[config.mk]
export PLATFORM = sky130hd
export DESIGN_NAME = pipe_regs
export DESIGN_NICKNAME = d
export VERILOG_FILES = /design/src/rtl/pipe_pkg.sv /design/src/rtl/pipe_stage.sv /design/src/rtl/pipe_regs.sv
export SDC_FILE = /design/constraint.sdc
export NUM_CORES = 1
export LEC_CHECK = 0
export ABC_AREA = 0
export BUFFER_PORTS_ARGS = -buffer_cell sky130_fd_sc_hd__buf_2
export CAP_MARGIN = 40
export CORE_MARGIN = 2
export CORE_UTILIZATION = 55
export CTS_CLUSTER_SIZE = 14
export DETAILED_ROUTE_END_ITERATION = 10
export MAX_ROUTING_LAYER = met4
export PLACE_DENSITY = 0.78
export REMOVE_ABC_BUFFERS = 1
export SLEW_MARGIN = 20
export SYNTH_ARGS = -nofsm -noshare
export SYNTH_HDL_FRONTEND = slang
export SYNTH_SLANG_ARGS = --single-unit
[constraint.sdc]
create_clock -name clk -period 3.3 [get_ports clk]
set_input_delay 0.825 -clock clk [delete_from_list [all_inputs] [get_ports clk]]
set_output_delay 0.825 -clock clk [all_outputs]
set_load 0.03 [all_outputs]
[src/rtl/pipe_pkg.sv]
// Shared helpers for the elastic pipeline-register chain.
package pipe_pkg;

  function automatic int clog2(input int n);
    int r;
    int v;
    r = 32'sd0;
    v = n - 32'sd1;
    while (v > 32'sd0) begin
      r = r + 32'sd1;
      v = v >>> 32'sd1;
    end
    return r;
  endfunction

endpackage

[src/rtl/pipe_stage.sv]
// One elastic stage: valid/data register with load, hold and in-place flush.
module pipe_stage #(
  parameter int WIDTH = 32
) (
  input  logic             clk,
  input  logic             rst_n,
  input  logic             i_ready,
  input  logic             i_valid,
  input  logic [WIDTH-1:0] i_data,
  input  logic             i_flush,
  output logic             o_valid,
  output logic             o_eff_valid,
  output logic [WIDTH-1:0] o_data
);

  logic             r_valid;
  logic [WIDTH-1:0] r_data;

  // Data only moves with a real item so a bubble never clobbers the last payload.
  always_ff @(posedge clk or negedge rst_n) begin
    if (!rst_n) begin
      r_valid <= 1'b0;
      r_data  <= {WIDTH{1'b0}};
    end else if (i_ready) begin
      r_valid <= i_valid;
      if (i_valid) begin
        r_data <= i_data;
      end else begin
        r_data <= r_data;
      end
    end else begin
      r_valid <= r_valid & ~i_flush;
      r_data  <= r_data;
    end
  end

  assign o_valid     = r_valid;
  assign o_eff_valid = r_valid & ~i_flush;
  assign o_data      = r_data;

endmodule

[src/rtl/pipe_regs.sv]
// Parametrised elastic pipeline-register chain with per-stage flush and
// optional bubble collapsing; stage 0 faces the input, stage DEPTH-1 the output.
module pipe_regs
  import pipe_pkg::*;
#(
  parameter int WIDTH    = 32,
  parameter int DEPTH    = 4,
  parameter int COLLAPSE = 1
) (
  input  logic                         clk,
  input  logic                         rst_n,
  input  logic                         in_valid,
  output logic                         in_ready,
  input  logic [WIDTH-1:0]             in_data,
  output logic                         out_valid,
  input  logic                         out_ready,
  output logic [WIDTH-1:0]             out_data,
  input  logic [DEPTH-1:0]             flush,
  output logic [DEPTH-1:0]             stage_valid,
  output logic [clog2(DEPTH+1)-1:0]    occupancy
);

  localparam int OCC_W = clog2(DEPTH + 1);

  logic [DEPTH-1:0] w_v;
  logic [DEPTH-1:0] w_ev;
  logic [DEPTH-1:0] w_rdy;
  logic [DEPTH-1:0] w_in_v;
  logic [WIDTH-1:0] w_d    [DEPTH];
  logic [WIDTH-1:0] w_in_d [DEPTH];
  logic [OCC_W-1:0] w_occ;

  // Ready chain: with collapsing, a stage may advance whenever any stage at or
  // below it toward the output is empty; otherwise the whole chain stalls together.
  always_comb begin
    w_rdy = {DEPTH{1'b0}};
    if (COLLAPSE != 0) begin
      w_rdy[DEPTH-1] = out_ready | ~w_ev[DEPTH-1];
      for (int i = DEPTH - 2; i >= 0; i--) begin
        w_rdy[i] = w_rdy[i+1] | ~w_ev[i];
      end
    end else begin
      w_rdy = {DEPTH{out_ready}};
    end
  end

  // Each stage is fed by its upstream neighbour's effective valid, so flushes never travel.
  always_comb begin
    w_in_v    = {DEPTH{1'b0}};
    w_in_v[0] = in_valid;
    w_in_d[0] = in_data;
    for (int i = 1; i < DEPTH; i++) begin
      w_in_v[i] = w_ev[i-1];
      w_in_d[i] = w_d[i-1];
    end
  end

  for (genvar g = 0; g < DEPTH; g++) begin : g_stage
    pipe_stage #(.WIDTH(WIDTH)) u_stage (
      .clk         (clk),
      .rst_n       (rst_n),
      .i_ready     (w_rdy[g]),
      .i_valid     (w_in_v[g]),
      .i_data      (w_in_d[g]),
      .i_flush     (flush[g]),
      .o_valid     (w_v[g]),
      .o_eff_valid (w_ev[g]),
      .o_data      (w_d[g])
    );
  end

  // Occupancy counts raw valids so the hazard unit sees a flushed item until the edge.
  always_comb begin
    w_occ = {OCC_W{1'b0}};
    for (int i = 0; i < DEPTH; i++) begin
      w_occ = w_occ + OCC_W'(w_v[i]);
    end
  end

  assign in_ready    = w_rdy[0];
  assign out_valid   = w_ev[DEPTH-1];
  assign out_data    = w_d[DEPTH-1];
  assign stage_valid = w_v;
  assign occupancy   = w_occ;

endmodule

### Word level (Yosys, flattened, before mapping)

Cells that the tools add are included.

* flip-flop bits (word level): 132
* bits in latches: 0
* memory bits (writable): 0
* bits in read-only memories: 0
* bits of input ports: 40
* output and inout port bits: 41
* word-level logic and storage cells: 35
* memories kept: 0

* add/subtract/negate cells: 3
* $mul: 0
* divide/modulo/power cells: 0
* magnitude comparators: 0
* equality and inequality tests: 0
* shifts and indexed selects: 0
* multiplexer cells: 4
* bitwise gates (word level): 16
* reduce and logical (&&, ||, !) cells: 4

Operator list (number)
* inverter 1 bit: 8
* AND reduction 2 bit: 4
* AND 1 bit: 4
* two-way mux 1 bit: 4
* OR 1 bit: 4
* adder 2 x 1 -> 3 bit: 1
* adder 3 x 1 -> 3 bit: 1
* adder 1 x 1 -> 2 bit: 1

### Logic depth before layout (Yosys ltp)

* word-level depth: 8
* mapped depth: 5
* mapped depth without buffers: 5

### Modules after synthesis

Synthesis repeated with hierarchy kept, for this count alone.

* cells, all modules: 297
* area, all modules: 5646.7 um^2

Modules (own cells, without submodules)
* pipe_stage: times used 4, cells each 71, area each 1387.6 um^2, seq. area each 825.8 um^2
* pipe_regs: times used 1, cells each 13, area each 96.3 um^2, seq. area each 0.0 um^2

### Least setup slack after synthesis

No wires, ideal clock.

* path kind: register -> output
* start: register g_stage[0].u_stage.r_valid
* end: output port occupancy[1]
* data arrival time: 1588 ps
* data required time: 2475 ps
* path slack: 887 ps
* stages on the path, launching flop included: 6
* buffers on the path: 0
* cells stage by stage: dfrtp_1 -> inv_1 -> fa_1 -> inv_1 -> ha_1 -> ha_1

* cells in the longest elaborated chain, start to end: 3

RTL lines
* start, declared: line pipe_stage.sv:16 `logic r_valid;`
* start signal, assigned: line pipe_stage.sv:25 `r_valid <= i_valid;`
* start signal, assigned: line pipe_stage.sv:32 `r_valid <= r_valid & ~i_flush;`
* adder 1 x 1 -> 2 bit: line pipe_regs.sv:76 `w_occ = w_occ + OCC_W'(w_v[i]);`
* adder 2 x 1 -> 3 bit: line pipe_regs.sv:76
* adder 3 x 1 -> 3 bit: line pipe_regs.sv:76
* end, declared: line pipe_regs.sv:20 `output logic [clog2(DEPTH+1)-1:0] occupancy`

Every way passes these cells.

### Worst setup path after layout

Ends and elaborated chain as after synthesis.

==> impl_metrics.yaml <==
place:
  dp.cells: 480
  routabilityCongestion: 0.8192
  portBuffers: 80
  dp_hpwl_mm: 5.381
floorplanning:
  core-area_mm2: 0.008806
  die-area_mm2: 0.009947
  ioPinCount: 81
  die_w_um: 99.74
  rows: 34
  start_util: 0.5725
  die_h_um: 99.74
logic_synthesis:
  syn_inst: 303
  synth.top_cells.by_count: "dfrtp_1, mux2_2, buf_2, inv_1"
  synth-main-ff-cell: "dfrtp_1"
  synth_top_area_share: 0.6552
  avgSynthCellArea_um2: 16.64
  synth_seq_cells: 132
  syn_area_mm2: 0.005041
  synthArstFlopShare: 1.000
  yosys_warnings: 0
  synth_most_common_cell: "dfrtp_1"
  synth-edff-count: 0
  synth_cell_types: 20
  yosys-top-cells-area: "dfrtp_1, mux2_2, buf_2, buf_6, buf_4"
  ys_seq_area_frac: 0.6552
  synth_top_area_cell: "dfrtp_1"
final_layout:
  drive_gt1_frac: 0.6089
  n_fill_cell: 616
  multiInputGateArea_mm2: 0.001630
  final_nets: 434
  finalNonFillerCells: 513
  area_growth_pct: 23.18
  regArea_mm2: 0.003303
power:
  p_per_area_mw_per_mm2: 858.9
  ir_worst_vdd_mv: 0.4133
  p_leak_nw: 2.860
worst_setup_path:
  r2r_cells: 4
  r2r_start: "g_stage[3].u_stage.o_valid"
  timing.rr.end: "g_stage[0].u_stage.o_data[31]"
  crit_arrival_ns: 2.19
  cp-end-kind: "primary output"
  cp.required_ns: 2.47
  worstSetupPathType: "reg2out"
  path_max_fanout: 5
  ff2ff_setup_slack_ns: 1.29
  crit_path_start_kind: "flop"
timing:
  fmax_mhz: 331.2
  timing.setup.tns_ns: 0
  rsz0062_at_grt: "false"
  fin_crit_ns: 3.019
  finalMaxSlewViolations: 0
  hold_viol_final: 0
  max-slew-margin-rel: 0.5414
  worstMarginPinSlew_ns: 0.6879
  finClkSkew_ns: 0.007389
  setup_viol: 0
  period_share: 0.9149
global_route:
  grt_pass1_wl_mm: 14.28
  antenna_found_initial: 0
  grt_usage: 0.1959
  grt_max_degree: 78
  grt_pass1_vias: 2913
  grt_overflow: 0
clocking:
  post_cts_resized: 0
  cts-hold-fix-buffers: 0
  numCtsBuffers: 17
  cts_sinks: 132
  root_buffer: "clkbuf_8"
  clk_latency_ns: 0.51
  cts.reportedPaths.clkPinSlew_ns: 0.06
  ctsHtreeMaxLevel: 4
  cts_setup_buffers: 0
  clockBufferDepth: 2
  cts_tree: "done"
detailed_routing:
  drt_iter0_drc: 46
  ant_nets: 0
  routed_wl_mm: 8.619
  drt-pass1-iter-count: 4
  avgRoutedWirePerCell_um: 16.80
  drc: 0
  route.vias.total: 2710
  viasPerCell: 5.283
min_path:
  hp-class: "in2async"
status:
  status: "completed"
flow_run:
  drv_cap: 0
report_power, final:
part / internal (mW) / switching (mW) / leakage (nW)
Sequential: 2.04 / 0.203 / 1.58
Combinational: 0.479 / 0.635 / 0.984
Clock: 1.31 / 0.667 / 0.299
state kept, by name, indices dropped and copies added (netlist names):
name,count
g_stage.u_stage.o_valid,4
g_stage.u_stage.o_data,128
worst max path at each step:
stage                          startpoint                            end  slack [ns]
4_1_cts        g_stage[0].u_stage.o_valid                   occupancy[1]        0.24
3_3_place_gp                     flush[3]  g_stage[0].u_stage.o_data[31]        0.70
3_5_place_dp                     flush[3]  g_stage[0].u_stage.o_data[21]        0.66
2_1_floorplan                    flush[1]   g_stage[2].u_stage.o_data[0]        0.17
5_1_grt        g_stage[0].u_stage.o_valid                   occupancy[1]        0.15
6_report       g_stage[0].u_stage.o_valid                   occupancy[1]        0.28
critical path, cell delays in order, from the launching register on:
cell	delay, ns
dfrtp_1	0.41
inv_1	0.08
fa_1	0.53
inv_1	0.04
ha_1	0.17
ha_1	0.26
buf_2	0.19
cells by family (layout without fill, tap and decap cells):
family | Yosys count | in the layout | synth area share
mux | 128 | 128 | 0.2859
flops | 132 | 132 | 0.6552
fa+ha+maj | 3 | 3 | 0.008935
buf+inv | 23 | 124 | 0.02681
simple gates | 13 | 13 | 0.01738
other cells | 0 | 1 | 0
compound gates | 4 | 4 | 0.005707
final cells by class:
| class | instances | share of cell area |
|---|---|---|
| Antenna cell | 1 | 0.0004030 |
| Clock buffer | 20 | 0.06851 |
| Clock inverter | 12 | 0.03304 |
| Inverter | 7 | 0.004231 |
| Multi-Input combinational cell | 148 | 0.2625 |
| Sequential cell | 132 | 0.5319 |
| Tap cell | 108 | 0.02176 |
| Timing Repair Buffer | 85 | 0.07757 |
layout by cell type, fill, tap and decap left out, types with 2 or more instances in the layout:
cell type / instances
clkbuf_1: 3
a21oi_4: 2
bufinv_16: 5
mux2_2: 126
nand2b_1: 4
inv_1: 7
buf_12: 3
ha_1: 2
buf_4: 2
mux2_1: 2
clkinv_4: 4
clkinvlp_4: 2
nand2_1: 3
dfrtp_1: 132
clkbuf_16: 16
buf_2: 79
per-layer routing:
| metal | routed length [um] | vias to the layer above | GRT usage | share of wire |
|---|---|---|---|---|
| li1 | - | 1232 | - | - |
| met1 | 3800 | 1403 | 0.2408 | 0.44 |
| met2 | 4266 | 67 | 0.3067 | 0.49 |
| met3 | 452 | 8 | 0.06325 | 0.052 |
| met4 | 99 | 0 | 0.07271 | 0.011 |
| met5 | 0 | - | - | 0 |
through the flow:
| step | instance area [um2] | hold slack [ns] | setup slack, ns | utilization | power [mW] |
|---|---|---|---|---|---|
| 2_1_floorplan | 4932 | 0.4522 | 0.1704 | - | 3.023 |
| 3_3_place_gp | 5577 | 0.4648 | 0.6998 | 0.6333 | 3.351 |
| 3_5_place_dp | 5577 | 0.4764 | 0.6574 | 0.6333 | 3.404 |
| 4_1_cts | 6207 | 0.3569 | 0.2449 | 0.7049 | 5.393 |
| 5_1_grt | 6207 | 0.3875 | 0.1523 | 0.7049 | 5.567 |
| 6_report | 6210 | 0.3445 | 0.2809 | 0.7052 | 5.333 |
Power figures use the tool's default switching activity.
